$ cat config.mk
export PLATFORM = sky130hd
export DESIGN_NAME = sev_seg_mux
export DESIGN_NICKNAME = d
export VERILOG_FILES = /design/src/rtl/sev_seg_pkg.sv /design/src/rtl/sev_seg_decode.sv /design/src/rtl/sev_seg_mux.sv
export SDC_FILE = /design/constraint.sdc
export NUM_CORES = 1
export LEC_CHECK = 0
export CAP_MARGIN = 20
export CORE_ASPECT_RATIO = 0.5
export CORE_MARGIN = 4
export CORE_UTILIZATION = 32
export DETAILED_ROUTE_END_ITERATION = 10
export MAX_ROUTING_LAYER = met4
export SYNTH_ARGS = -nofsm -noshare
export SYNTH_HDL_FRONTEND = slang
export SYNTH_SLANG_ARGS = --single-unit
$ cat constraint.sdc
create_clock -name clk -period 5.74 [get_ports clk]
set_input_delay 1.435 -clock clk [delete_from_list [all_inputs] [get_ports clk]]
set_output_delay 1.435 -clock clk [all_outputs]
set_load 0.02 [all_outputs]
$ cat src/rtl/sev_seg_pkg.sv
// Shared constants for the seven-segment multiplexer: segment bit positions
// and the active-high hex-to-segment table (gfedcba, bit 0 = segment a).
package sev_seg_pkg;

  localparam int SEG_A = 0;
  localparam int SEG_B = 1;
  localparam int SEG_C = 2;
  localparam int SEG_D = 3;
  localparam int SEG_E = 4;
  localparam int SEG_F = 5;
  localparam int SEG_G = 6;

  // Entry n is the pattern for nibble n; listed from F down to 0.
  localparam logic [15:0][6:0] HEX_SEG = {
    7'h71, 7'h79, 7'h5E, 7'h39, 7'h7C, 7'h77, 7'h6F, 7'h7F,
    7'h07, 7'h7D, 7'h6D, 7'h66, 7'h4F, 7'h5B, 7'h06, 7'h3F
  };

endpackage

$ cat src/rtl/sev_seg_decode.sv
// Combinational nibble to active-high seven-segment pattern.
module sev_seg_decode
  import sev_seg_pkg::*;
(
  input  logic [3:0] i_nib,
  output logic [6:0] o_seg
);

  assign o_seg = HEX_SEG[i_nib];

endmodule

$ cat src/rtl/sev_seg_mux.sv
// Time-multiplexed N-digit seven-segment controller with frame-synchronous
// input shadowing, leading-zero suppression, blanking and PWM brightness.
module sev_seg_mux
  import sev_seg_pkg::*;
#(
  parameter int NUM_DIGITS     = 4,
  parameter int TICK_DIV       = 131072,
  parameter int BRIGHT_W       = 4,
  parameter bit SEG_ACTIVE_LOW = 1'b1,
  parameter bit AN_ACTIVE_LOW  = 1'b1
) (
  input  logic                    clk,
  input  logic                    rst,
  input  logic [4*NUM_DIGITS-1:0] data,
  input  logic [NUM_DIGITS-1:0]   dp_in,
  input  logic [NUM_DIGITS-1:0]   blank,
  input  logic                    lz_en,
  input  logic [BRIGHT_W-1:0]     brightness,
  output logic [6:0]              seg,
  output logic                    dp,
  output logic [NUM_DIGITS-1:0]   anode,
  output logic                    frame_start
);

  localparam int PRE_W = $clog2(TICK_DIV);
  localparam int IDX_W = (NUM_DIGITS > 1) ? $clog2(NUM_DIGITS) : 1;

  localparam logic [6:0]            SEG_OFF = SEG_ACTIVE_LOW ? 7'h7F : 7'h00;
  localparam logic                  DP_OFF  = SEG_ACTIVE_LOW;
  localparam logic [NUM_DIGITS-1:0] AN_OFF  = AN_ACTIVE_LOW ? {NUM_DIGITS{1'b1}}
                                                            : {NUM_DIGITS{1'b0}};

  logic [PRE_W-1:0]        r_pre;
  logic [IDX_W-1:0]        r_idx;
  logic [BRIGHT_W-1:0]     r_pwm;

  logic [4*NUM_DIGITS-1:0] r_data;
  logic [NUM_DIGITS-1:0]   r_dp_in;
  logic [NUM_DIGITS-1:0]   r_blank;
  logic                    r_lz_en;
  logic [BRIGHT_W-1:0]     r_bright;

  logic [6:0]              r_seg;
  logic                    r_dp;
  logic [NUM_DIGITS-1:0]   r_anode;
  logic                    r_frame_start;

  logic                    w_pre_tc;
  logic                    w_idx_last;
  logic                    w_latch;
  logic                    w_lead;
  logic [NUM_DIGITS-1:0]   w_sup;
  logic [3:0]              w_nib;
  logic                    w_dp_sel;
  logic                    w_blank_sel;
  logic                    w_sup_sel;
  logic [NUM_DIGITS-1:0]   w_onehot;
  logic [6:0]              w_pat;
  logic                    w_pwm_on;
  logic                    w_an_on;
  logic [6:0]              w_seg_hi;
  logic                    w_dp_hi;
  logic [NUM_DIGITS-1:0]   w_an_hi;

  assign w_pre_tc   = (r_pre == PRE_W'(TICK_DIV - 1));
  assign w_idx_last = (r_idx == IDX_W'(NUM_DIGITS - 1));
  assign w_latch    = w_pre_tc & w_idx_last;

  always_ff @(posedge clk or posedge rst) begin
    if (rst) begin
      r_pre <= '0;
      r_idx <= '0;
      r_pwm <= '0;
    end else begin
      r_pwm <= r_pwm + 1'b1;
      if (w_pre_tc) begin
        r_pre <= '0;
        r_idx <= w_idx_last ? '0 : r_idx + 1'b1;
      end else begin
        r_pre <= r_pre + 1'b1;
      end
    end
  end

  // Shadow copies: the display only ever looks at these, so mid-frame
  // input changes cannot tear.
  always_ff @(posedge clk or posedge rst) begin
    if (rst) begin
      r_data   <= '0;
      r_dp_in  <= '0;
      r_blank  <= '1;
      r_lz_en  <= 1'b0;
      r_bright <= '0;
    end else if (w_latch) begin
      r_data   <= data;
      r_dp_in  <= dp_in;
      r_blank  <= blank;
      r_lz_en  <= lz_en;
      r_bright <= brightness;
    end
  end

  // Zeros are suppressed from the top digit down until the first nonzero;
  // digit 0 is never included.
  always_comb begin
    w_sup  = '0;
    w_lead = r_lz_en;
    for (int i = NUM_DIGITS - 1; i >= 1; i--) begin
      w_lead   = w_lead & (r_data[4*i +: 4] == 4'h0);
      w_sup[i] = w_lead;
    end
  end

  always_comb begin
    w_nib       = '0;
    w_dp_sel    = 1'b0;
    w_blank_sel = 1'b0;
    w_sup_sel   = 1'b0;
    w_onehot    = '0;
    for (int i = 0; i < NUM_DIGITS; i++) begin
      if (r_idx == IDX_W'(i)) begin
        w_nib       = r_data[4*i +: 4];
        w_dp_sel    = r_dp_in[i];
        w_blank_sel = r_blank[i];
        w_sup_sel   = w_sup[i];
        w_onehot[i] = 1'b1;
      end
    end
  end

  sev_seg_decode u_decode (
    .i_nib (w_nib),
    .o_seg (w_pat)
  );

  assign w_pwm_on = (r_bright == '1) || (r_pwm < r_bright);
  assign w_an_on  = w_pwm_on && (r_pre != '0);
  assign w_seg_hi = (w_blank_sel || w_sup_sel) ? 7'h00 : w_pat;
  assign w_dp_hi  = w_dp_sel & ~w_blank_sel;
  assign w_an_hi  = w_an_on ? w_onehot : '0;

  always_ff @(posedge clk or posedge rst) begin
    if (rst) begin
      r_seg         <= SEG_OFF;
      r_dp          <= DP_OFF;
      r_anode       <= AN_OFF;
      r_frame_start <= 1'b0;
    end else begin
      r_seg         <= SEG_ACTIVE_LOW ? ~w_seg_hi : w_seg_hi;
      r_dp          <= SEG_ACTIVE_LOW ? ~w_dp_hi  : w_dp_hi;
      r_anode       <= AN_ACTIVE_LOW  ? ~w_an_hi  : w_an_hi;
      r_frame_start <= w_latch;
    end
  end

  assign seg         = r_seg;
  assign dp          = r_dp;
  assign anode       = r_anode;
  assign frame_start = r_frame_start;

endmodule

==> key figures, run 1 <==
Detailed routing
  • Via/cell ratio: between 4 and 5
  • Total wire length: 6.76 mm
  • DRT met1 WL: 3.03 mm
  • Met2 WL: 3.31 mm
  • Uppermost layer routed: met4
  • Met3 wire length: ~260 µm
  • DR WL/cell: 14.6 µm
  • Final antenna-violating net count: 0
  • 1st-pass router iterations: 4
  • Drt first-iter violations: 111
  • Drt drc: 0
  • Vias: ~2.3k

Floorplanning
  • IO Count: 44
  • Die Footprint: 11800 µm²
  • Rows: 25
  • Die height: between 70 and 80 µm
  • Die Wd: 149 µm
  • Core ar.: between 9000 and 10000 µm²
  • Initial core utilization: 0.334

Synthesis
  • Post-synth top flop: dfrtp_1
  • Synth warnings: 0
  • Share of synthesized registers carrying an async set or reset: 1.00
  • Synthesized Nets: 324
  • Synth cell types: 48
  • Sequential fraction of the synthesis area: 0.515
  • Seq cells post-synth: 65
  • Post-Syn Area: 3200 µm²
  • Avg Inst Size Synth: 11.6 µm²
  • Post-synth EDFFs: 0
  • Post-synthesis cell count: 276

Finish
  • Area grow syn2layout: 26.8%
  • Footprint of the multi-input gates: approximately 1400 µm²
  • Design area: 4060 µm²
  • Share of layout cells above drive strength 1: 0.193
  • Seq. cell area: 1650 µm²
  • Final Util: 0.424
  • Fillers: between 900 and 1k
  • Commonest non-fill, non-tap cell in the layout: dfrtp_1
  • Ant. Diodes: 0
  • Fin nets: 370
  • Most frequent cells in the layout: dfrtp_1, clkdlybuf4s50_1, mux2_2, nor2_1, nand2_1

Timing
  • Fmax: ~300 MHz
  • Unrepaired setup endpoints after global routing: false
  • Final-report hold violation count: 0
  • Worst setup margin: ~2.4 ns
  • Total negative slack: 0 ns
  • Max-slew violations: 0
  • Clk_skew: 0.00845 ns
  • Worst-Margin Slew: 0.955 ns
  • Min Tclk post-route: roughly 3.3 ns
  • Period utilization: 0.580
  • Slew HR: 0.362
  • Endpoints failing setup: 0

Global routing
  • First-pass GRT wire length: 11.5 mm
  • Grt ovf: 0
  • Gr usage total: 0.128
  • Pin count of the biggest net entering global routing: 38
  • Initial antenna violation count: 0
  • Vias in the first global route: 2325

Placed design
  • Post-DP HPWL: 4.99 mm
  • IO buf count: 43
  • Final GP Congestion: just under 0.8
  • Dpl ws: 2.38 ns
  • Area post-placement: 3750 µm²

Pwr
  • Total power: 1.10 mW
  • P_leak: 1.79 nW
  • Max VDD drop: 0.000123 V
  • Power per cell area: 271 nW/µm²

Hold path
  • HP Class: flip-flop to flip-flop
  • Hold path start: r_dp_in[3]$_DFFE_PP0P_
  • Worst hold stages: 1
  • Hold Path Sink: dp$_DFF_PP1_

Status
  • Status: finished clean

Clock tree
  • Root Driver: clkbuf_16
  • Worst-skew pair later-pin latency: 0.33 ns
  • Total CTS buffers: 9
  • Clock Path Buffers: 2
  • Post-CTS setup buffers: 0
  • # resized after CTS: 0
  • Hold Buf Count CTS: 0
  • Htree depth: 3
  • CTS sink cnt: 65
  • Clk pin slew, worst setup/hold paths: 0.05 ns
  • CTS tree: built

Critical path
  • Crit-path most repeated cell: nand2_1
  • Crit path launch type: flip-flop
  • Worst Reg2Reg Path Length in Cells: 8
  • Crit path cell chain: and4_1 -> and3_1 -> nand2_1 -> nor2_1 -> ha_1 -> nand2_1 -> inv_1 -> o21ai_0
  • Worst Path Required: a little under 6 ns
  • Reg2reg end: r_bright[3]$_DFFE_PP0P_
  • CP max-delay cell: nand2_1
  • Worst-path maximum fanout: 23
  • Reg2Reg Setup Slack: 2.41 ns
  • Worst setup path class: flip-flop to flip-flop
  • Reg2reg start: r_pre[2]$_DFF_PP0_
  • Largest stage delay, worst path: about 0.76 ns
  • CP endpoint kind: flip-flop
  • CP arrival: about 3.5 ns

Flow run
  • Maxcap violations: 0
-- worst max path at each step --
stage,endpoint,from,slack (ns),depth (start not counted)
detailed placement,r_bright[1]$_DFFE_PP0P_,r_pre[0]$_DFF_PP0_,2.38,8
global placement,r_data[12]$_DFFE_PP0P_,r_pre[2]$_DFF_PP0_,2.58,8
CTS,r_blank[3]$_DFFE_PP1P_,r_pre[2]$_DFF_PP0_,2.36,9
finish,r_bright[3]$_DFFE_PP0P_,r_pre[2]$_DFF_PP0_,2.41,8
floorplan,frame_start$_DFF_PP0_,rst,2.71,1
global route,r_bright[2]$_DFFE_PP0P_,r_pre[2]$_DFF_PP0_,2.00,9
-- metal layers --
metal,up-vias,GRT usage
met5,-,-
met4,0,0.0548
met3,16,0.0404
met2,37,0.203
met1,1128,0.151
li1,1071,-
-- cells in the mapped netlist (all sizes together) (2+ instances only) --
master / number / area (µm²)
ha: 17 / 213
nand3b: 2 / 27.5
buf: 7 / 41.3
mux2: 23 / 259
inv: 17 / 63.8
a21oi: 5 / 25.0
nand4: 2 / 12.5
xor2: 11 / 96.3
a22oi: 2 / 15.0
and3: 6 / 37.5
a311o: 2 / 21.3
o211ai: 4 / 30.0
a221oi: 2 / 23.8
nor3b: 4 / 41.3
o31ai: 2 / 28.8
nor2: 21 / 81.3
dfrtp: 49 / 1230
a21o: 2 / 15.0
dfstp: 16 / 420
nor3: 2 / 10.0
xnor2: 5 / 43.8
o21ai: 10 / 50.1
nor4: 6 / 37.5
a311oi: 2 / 35.0
and4: 2 / 17.5
nand3: 12 / 60.1
mux2i: 6 / 60.1
nand2: 20 / 77.6
o221ai: 4 / 35.0
nor2b: 3 / 18.8
clkbuf: 2 / 7.51
-- report_power, final --
part	leakage [nW]	switching [mW]	internal, mW	total [mW]
clock network	0.150	0.182	0.358	0.540
logic	0.874	0.0350	0.0420	0.0770
registers	0.762	0.00721	0.475	0.482
total	1.79	0.224	0.875	1.10
-- through the flow --
stage                     cells  hold slack [ns]
after floorplan             276            0.413
after global placement      446            0.462
after detailed placement    446            0.470
after CTS                   462            0.482
after global routing        462            0.502
final                       462            0.471
-- layout make-up --
type | count | share of cell area
clock inverters | 3 | 0.00987
clock buffers | 13 | 0.0642
well taps | 135 | 0.0417
multi-input cells | 185 | 0.355
inverters | 17 | 0.0157
repair buffers | 44 | 0.108
flip-flops and latches | 65 | 0.406
-- worst max-delay path, delay by kind of cell, from the launching register on --
| kind | cells | cell delay, ns |
|---|---|---|
| compound gates | 1 | 0.14 |
| simple gates | 5 | 1.45 |
| fa+ha+maj | 1 | 0.60 |
| buf+inv | 1 | 0.56 |
| flops | 1 | 0.43 |
-- flip-flops by register name, summed over array words and instances, names as in the netlist --
register and cells:
anode 4, dp 1, frame_start 1, r_blank 4, r_bright 4, r_data 16
r_dp_in 4, r_idx 2, r_lz_en 1, r_pre 17, r_pwm 4, seg 7
-- cell families after synthesis --
| kind of cell | after synthesis | synth area share |
|---|---|---|
| flip-flops | 65 | 0.515 |
| multiplexers | 29 | 0.0998 |
| AND/OR/NAND/NOR | 84 | 0.141 |
| buffers and inverters | 26 | 0.0352 |
| AO/OA/AOI/OAI | 39 | 0.0986 |
| adder cells (fa/ha/maj) | 17 | 0.0665 |
| XOR/XNOR | 16 | 0.0438 |
Note: power is estimated with default switching activity, not from simulation.
==> run 2: changes to the inputs <==
==> constraint.sdc (replaced) <==
create_clock -name clk -period 3.11 [get_ports clk]
set_input_delay 0.7775 -clock clk [delete_from_list [all_inputs] [get_ports clk]]
set_output_delay 0.7775 -clock clk [all_outputs]
set_load 0.02 [all_outputs]
==> run 2 against run 1 <==
- combinational power increased by 90%
- sequential power increased by 85%
- cell area increased by 0.96%
- first-iteration DRC count increased by 32%
- power increased by 82%
- critical path type unchanged
==> key figures, run 2 (synthesis gave the netlist of run 1 again) <==
Status
  • Status: finished clean

Floorplanning
  • Die Footprint: around 12000 µm²
  • Die height: 78.7 µm
  • Die Wd: 149 µm
  • Initial core utilization: 0.334
  • Rows: 25
  • IO Count: 44
  • Core ar.: between 9000 and 10000 µm²

Placed design
  • Area post-placement: 3810 µm²
  • Final GP Congestion: 0.851
  • Dpl ws: 0.486 ns
  • IO buf count: 43
  • Post-DP HPWL: 5.29 mm

Detailed routing
  • 1st-pass router iterations: 4
  • Drt drc: 0
  • DR WL/cell: 15.1 µm
  • Vias: 2232
  • Via/cell ratio: 4.77
  • Total wire length: 7.09 mm
  • Final antenna-violating net count: 0
  • Drt first-iter violations: 146

Global routing
  • Grt ovf: 0
  • Initial antenna violation count: 0
  • Pin count of the biggest net entering global routing: 31
  • First-pass GRT wire length: 12.0 mm
  • Vias in the first global route: 2375
  • Gr usage total: 0.136

Finish
  • Share of layout cells above drive strength 1: 0.204
  • Commonest non-fill, non-tap cell in the layout: dfrtp_1
  • Fin nets: 376
  • Final Util: 0.428
  • Largest register FFs: 17
  • Most frequent cells in the layout: dfrtp_1, clkdlybuf4s50_1, mux2_2, nor2_1, nand2_1
  • Area grow syn2layout: 28.1%
  • Largest reg by FF count: r_pre
  • Design area: a little over 4000 µm²
  • Ant. Diodes: 0

Pwr
  • P_leak: 1.81 nW
  • Total power: 2.00 mW
  • Max VDD drop: 0.000252 V
  • Power per cell area: around 490 nW/µm²

Timing
  • Total negative slack: 0 ns
  • Endpoints failing setup: 0
  • Unrepaired setup endpoints after global routing: false
  • Final-report hold violation count: 0
  • Min Tclk post-route: around 2.7 ns
  • Worst-Margin Slew: 0.556 ns
  • Slew HR: 0.627
  • Fmax: approximately 370 MHz
  • Worst setup margin: 0.385 ns
  • Period utilization: 0.876
  • Max-slew violations: 0
  • Clk_skew: 0.00755 ns

Clock tree
  • # resized after CTS: 0
  • Post-CTS setup buffers: 0
  • CTS tree: built
  • CTS sink cnt: 65
  • Total CTS buffers: 9
  • Htree depth: 3
  • Hold Buf Count CTS: 0
  • Worst-skew pair later-pin latency: roughly 0.33 ns
  • Clock Path Buffers: 2
  • Root Driver: clkbuf_16
  • Clk pin slew, worst setup/hold paths: 0.05 ns

Critical path
  • CP max-delay cell: a221oi_2
  • Worst-path maximum fanout: 11
  • Crit path launch type: flip-flop
  • CP endpoint kind: flip-flop
  • Largest stage delay, worst path: 0.48 ns
  • Crit path cell chain: inv_1 -> ha_1 -> and2b_1 -> a22oi_1 -> a221oi_2 -> inv_1 -> ha_1 -> mux2i_1 -> mux2_2 -> nand2_1
  • Worst setup path class: flip-flop to flip-flop
  • Worst Path Required: 3.35 ns
  • CP arrival: 2.97 ns

Flow run
  • Maxcap violations: 0

Hold path
  • HP Class: flip-flop to flip-flop
==> run 2: cell types whose count changed in the layout (fill, tap and decap cells not counted) <==
cell | before | now
clkbuf_1 | 2 | 3
buf_4 | 1 | 6
buf_12 | 0 | 1
clkinv_2 | 2 | 3
clkbuf_8 | 2 | 0
==> run 2: final timing paths <==
kind	start	end	slack, ns	cells past startpoint
worst max-delay path	r_idx[1]$_DFFE_PP0N_	seg[3]$_DFF_PP1_	0.38	10
min in group asynchronous	rst	r_pre[4]$_DFF_PP0_	0.77	2
worst min register to register	r_dp_in[3]$_DFFE_PP0P_	dp$_DFF_PP1_	0.47	1
worst max register to register	r_idx[1]$_DFFE_PP0N_	seg[3]$_DFF_PP1_	0.38	10
worst min-delay path	r_dp_in[3]$_DFFE_PP0P_	dp$_DFF_PP1_	0.47	1
max in group asynchronous	rst	seg[5]$_DFF_PP1_	1.69	3
==> run 2: metal layers <==
layer / global-route usage / routed length (µm) / vias up
li1: - / - / 1080
met1: 0.157 / 3050 / 1112
met2: 0.222 / 3620 / 30
met3: 0.0421 / 299 / 10
met4: 0.0548 / 121 / 0
met5: - / 0 / -
==> run 2: final cells by class <==
type                       count  area (µm²)
clock buffer                  12         236
clock inverter                 4        45.0
fill                         902        5480
inverter                      17        63.8
multi-input combinational    185        1440
sequential                    65        1650
tap                          135         169
timing repair buffer          50         495
==> run 2: through the flow <==
step,hold WS [ns],std cells
finish,0.474,468
CTS,0.477,468
global placement,0.462,452
floorplan,0.413,276
detailed placement,0.466,452
global route,0.490,468
==> run 2: critical path, delay by kind of cell, from the launching register on <==
family / cells / cell delay, ns
AOI/OAI and AO/OA: 2 / 0.58
adders and majority gates: 2 / 0.66
buffers and inverters: 2 / 0.27
DFF: 1 / 0.36
muxes: 2 / 0.40
and+or+nand+nor: 2 / 0.36
==> run 2: report_power, final <==
part | switching, mW | leakage (nW) | internal, mW
combinational | 0.0655 | 0.906 | 0.0801
clock | 0.344 | 0.140 | 0.616
sequential | 0.0141 | 0.762 | 0.877
total | 0.424 | 1.81 | 1.57
==> run 3: changes to the inputs <==
--- a/config.mk
+++ b/config.mk
@@ -11,6 +11,8 @@
 export CORE_UTILIZATION = 32
 export DETAILED_ROUTE_END_ITERATION = 10
 export MAX_ROUTING_LAYER = met4
+export SKIP_CTS_REPAIR_TIMING = 1
 export SYNTH_ARGS = -nofsm -noshare
 export SYNTH_HDL_FRONTEND = slang
+export SYNTH_HIERARCHICAL = 1
 export SYNTH_SLANG_ARGS = --single-unit
==> run 3 against run 2 <==
- combinational power barely moved
- cell area is 1.9% higher
- sequential power hardly changed
- non-clock buffer count shrank 2
- hold slack lost 0.048 ns
- highest routed layer unchanged
- global-route usage decreased by 1.1 points
- via count up 0.90%
- maximum frequency is essentially flat
- register-to-register slack about the same
- final cell count grew 0.64%
==> key figures, run 3 <==
Status
  • Status: finished clean

Global routing
  • Gr usage total: 0.125
  • Vias in the first global route: between 2k and 2.5k
  • Grt ovf: 0
  • Pin count of the biggest net entering global routing: 41
  • Initial antenna violation count: 0
  • First-pass GRT wire length: roughly 11 mm

Timing
  • Worst-Margin Slew: 0.601 ns
  • Endpoints failing setup: 0
  • Slew HR: 0.596
  • Period utilization: 0.877
  • Clk_skew: roughly 0.0051 ns
  • Final-report hold violation count: 0
  • Unrepaired setup endpoints after global routing: false
  • Fin Hold WS: 0.426 ns
  • Fmax: 367 MHz
  • Max-slew violations: 0
  • Min Tclk post-route: around 2.7 ns
  • Total negative slack: 0 ns

Pwr
  • Power per cell area: 524 nW/µm²
  • P_leak: 1.81 nW
  • Max VDD drop: ~0.00021 V

Clock tree
  • CTS tree: built
  • Clk pin slew, worst setup/hold paths: 0.05 ns
  • Clock Path Buffers: 2
  • Root Driver: clkbuf_16
  • CTS sink cnt: 65
  • Total CTS buffers: 9
  • Htree depth: 3
  • Worst-skew pair later-pin latency: approximately 0.33 ns

Synthesis
  • Avg Inst Size Synth: 11.4 µm²
  • Post-Syn Area: 3230 µm²
  • Share of synthesized registers carrying an async set or reset: 1.00
  • Post-synth top flop: dfrtp_1
  • Sequential fraction of the synthesis area: 0.510
  • Post-synthesis cell count: 283
  • Synth warnings: 6
  • Synthesized Nets: 332
  • Synth cell types: 45
  • Post-synth top area share: 0.380
  • Most numerous cell in the Yosys netlist: dfrtp_1
  • Post-synth top cells: dfrtp_1, mux2_2, inv_1
  • Seq cells post-synth: 65
  • Post-synth EDFFs: 0
  • Top cells by area, synth: dfrtp_1, dfstp_2, mux2_2, ha_1, o21ai_0
  • Largest area contributor in the netlist: dfrtp_1

Floorplanning
  • Rows: 25
  • Core ar.: approximately 9600 µm²
  • Die height: 79.0 µm
  • Die Wd: approximately 150 µm
  • Die Footprint: 11900 µm²
  • Initial core utilization: 0.335
  • IO Count: 44

Critical path
  • Crit path launch type: flip-flop
  • CP endpoint kind: flip-flop
  • Largest stage delay, worst path: between 0.5 and 0.6 ns
  • Worst setup path class: flip-flop to flip-flop
  • Crit path cell chain: inv_1 -> ha_1 -> nor2b_1 -> a221oi_1 -> o31ai_2 -> inv_1 -> ha_1 -> mux4_1 -> o21ai_0
  • Worst Path Required: 3.36 ns
  • Critical path buffers and inverters: 2
  • CP arrival: 2.97 ns
  • CP max-delay cell: mux4_1
  • Worst-path maximum fanout: 11
  • Top delay family on crit path: adder cells

Finish
  • Share of layout cells above drive strength 1: 0.220
  • Largest register FFs: 17
  • Ant. Diodes: 0
  • Seq. cell area: 1650 µm²
  • Footprint of the multi-input gates: 1460 µm²
  • Fillers: 911
  • Area grow syn2layout: 29.2%
  • Final Util: 0.433
  • Commonest non-fill, non-tap cell in the layout: dfrtp_1
  • Fin nets: 380
  • Largest reg by FF count: r_pre
  • Design area: ~4200 µm²
  • Cell Count, Final, Fillers Out: 471
  • Most frequent cells in the layout: dfrtp_1, clkdlybuf4s50_1, mux2_2

Detailed routing
  • 1st-pass router iterations: 4
  • Drt drc: 0
  • Final antenna-violating net count: 0
  • Vias: 2252
  • Drt first-iter violations: approximately 130
  • Via/cell ratio: roughly 4.8
  • DR WL/cell: 14.1 µm
  • Total wire length: about 6.7 mm

Flow run
  • Maxcap violations: 0

Placed design
  • Area post-placement: 3820 µm²
  • IO buf count: 43
  • Placed cells: roughly 460
  • Post-DP HPWL: 4.90 mm
  • Final GP Congestion: 0.800

Hold path
  • HP Class: flip-flop to flip-flop
[run 3: final cells by class]
class,count,share of cell area
Clock buffer,11,0.0582
Multi-Input combinational cell,188,0.350
Clock inverter,5,0.0246
Tap cell,135,0.0405
Timing Repair Buffer,48,0.115
Sequential cell,65,0.395
Inverter,19,0.0171
[run 3: power breakdown]
group	internal [mW]	switching (mW)	leakage, nW	total [mW]
clock	0.802	0.347	0.166	1.15
combinational	0.0825	0.0625	0.880	0.145
sequential	0.879	0.0143	0.762	0.893
[run 3: worst register-to-register path: stages (launching register included)]
cell      delay, ns
dfrtp_1        0.38
inv_1          0.08
ha_1           0.31
nor2b_1        0.28
a221oi_1       0.14
o31ai_2        0.35
inv_1          0.17
ha_1           0.35
mux4_1         0.51
o21ai_0        0.09
[run 3: routing by layer]
layer	part of all wire	global-route usage	routed length (µm)	up-vias
met2	0.51	0.209	3380	39
met3	0.046	0.0450	304	8
met5	0	-	0	-
met1	0.44	0.145	2910	1117
li1	-	-	-	1088
met4	0.0098	0.0328	65	0
[run 3: cells by family after synthesis]
logic type	after synthesis	share of synthesized area
AOI/OAI and AO/OA	44	0.0907
xor gates and xnor gates	14	0.0380
adders and majority gates	18	0.0697
buffers and inverters	30	0.0395
DFF	65	0.510
muxes	32	0.115
and+or+nand+nor	80	0.137
[run 3: final timing paths]
kind	start	endpoint	slack [ns]	cells past startpoint
worst max register to register	r_idx[1]$_DFFE_PP0N_	seg[3]$_DFF_PP1_	0.38	9
max in group asynchronous	rst	anode[0]$_DFF_PP1_	1.64	3
worst min-delay path	r_dp_in[3]$_DFFE_PP0P_	dp$_DFF_PP1_	0.43	1
worst max-delay path	r_idx[1]$_DFFE_PP0N_	seg[3]$_DFF_PP1_	0.38	9
min in group asynchronous	rst	r_bright[3]$_DFFE_PP0P_	0.82	2
worst min register to register	r_dp_in[3]$_DFFE_PP0P_	dp$_DFF_PP1_	0.43	1
[run 3: per-stage QoR]
step                worst slack, ns  total power, mW
finish                        0.383             2.19
global route                  0.157             2.28
CTS                           0.237             2.22
detailed placement            0.266             1.05
global placement              0.415             1.05
floorplan                     0.584            0.977
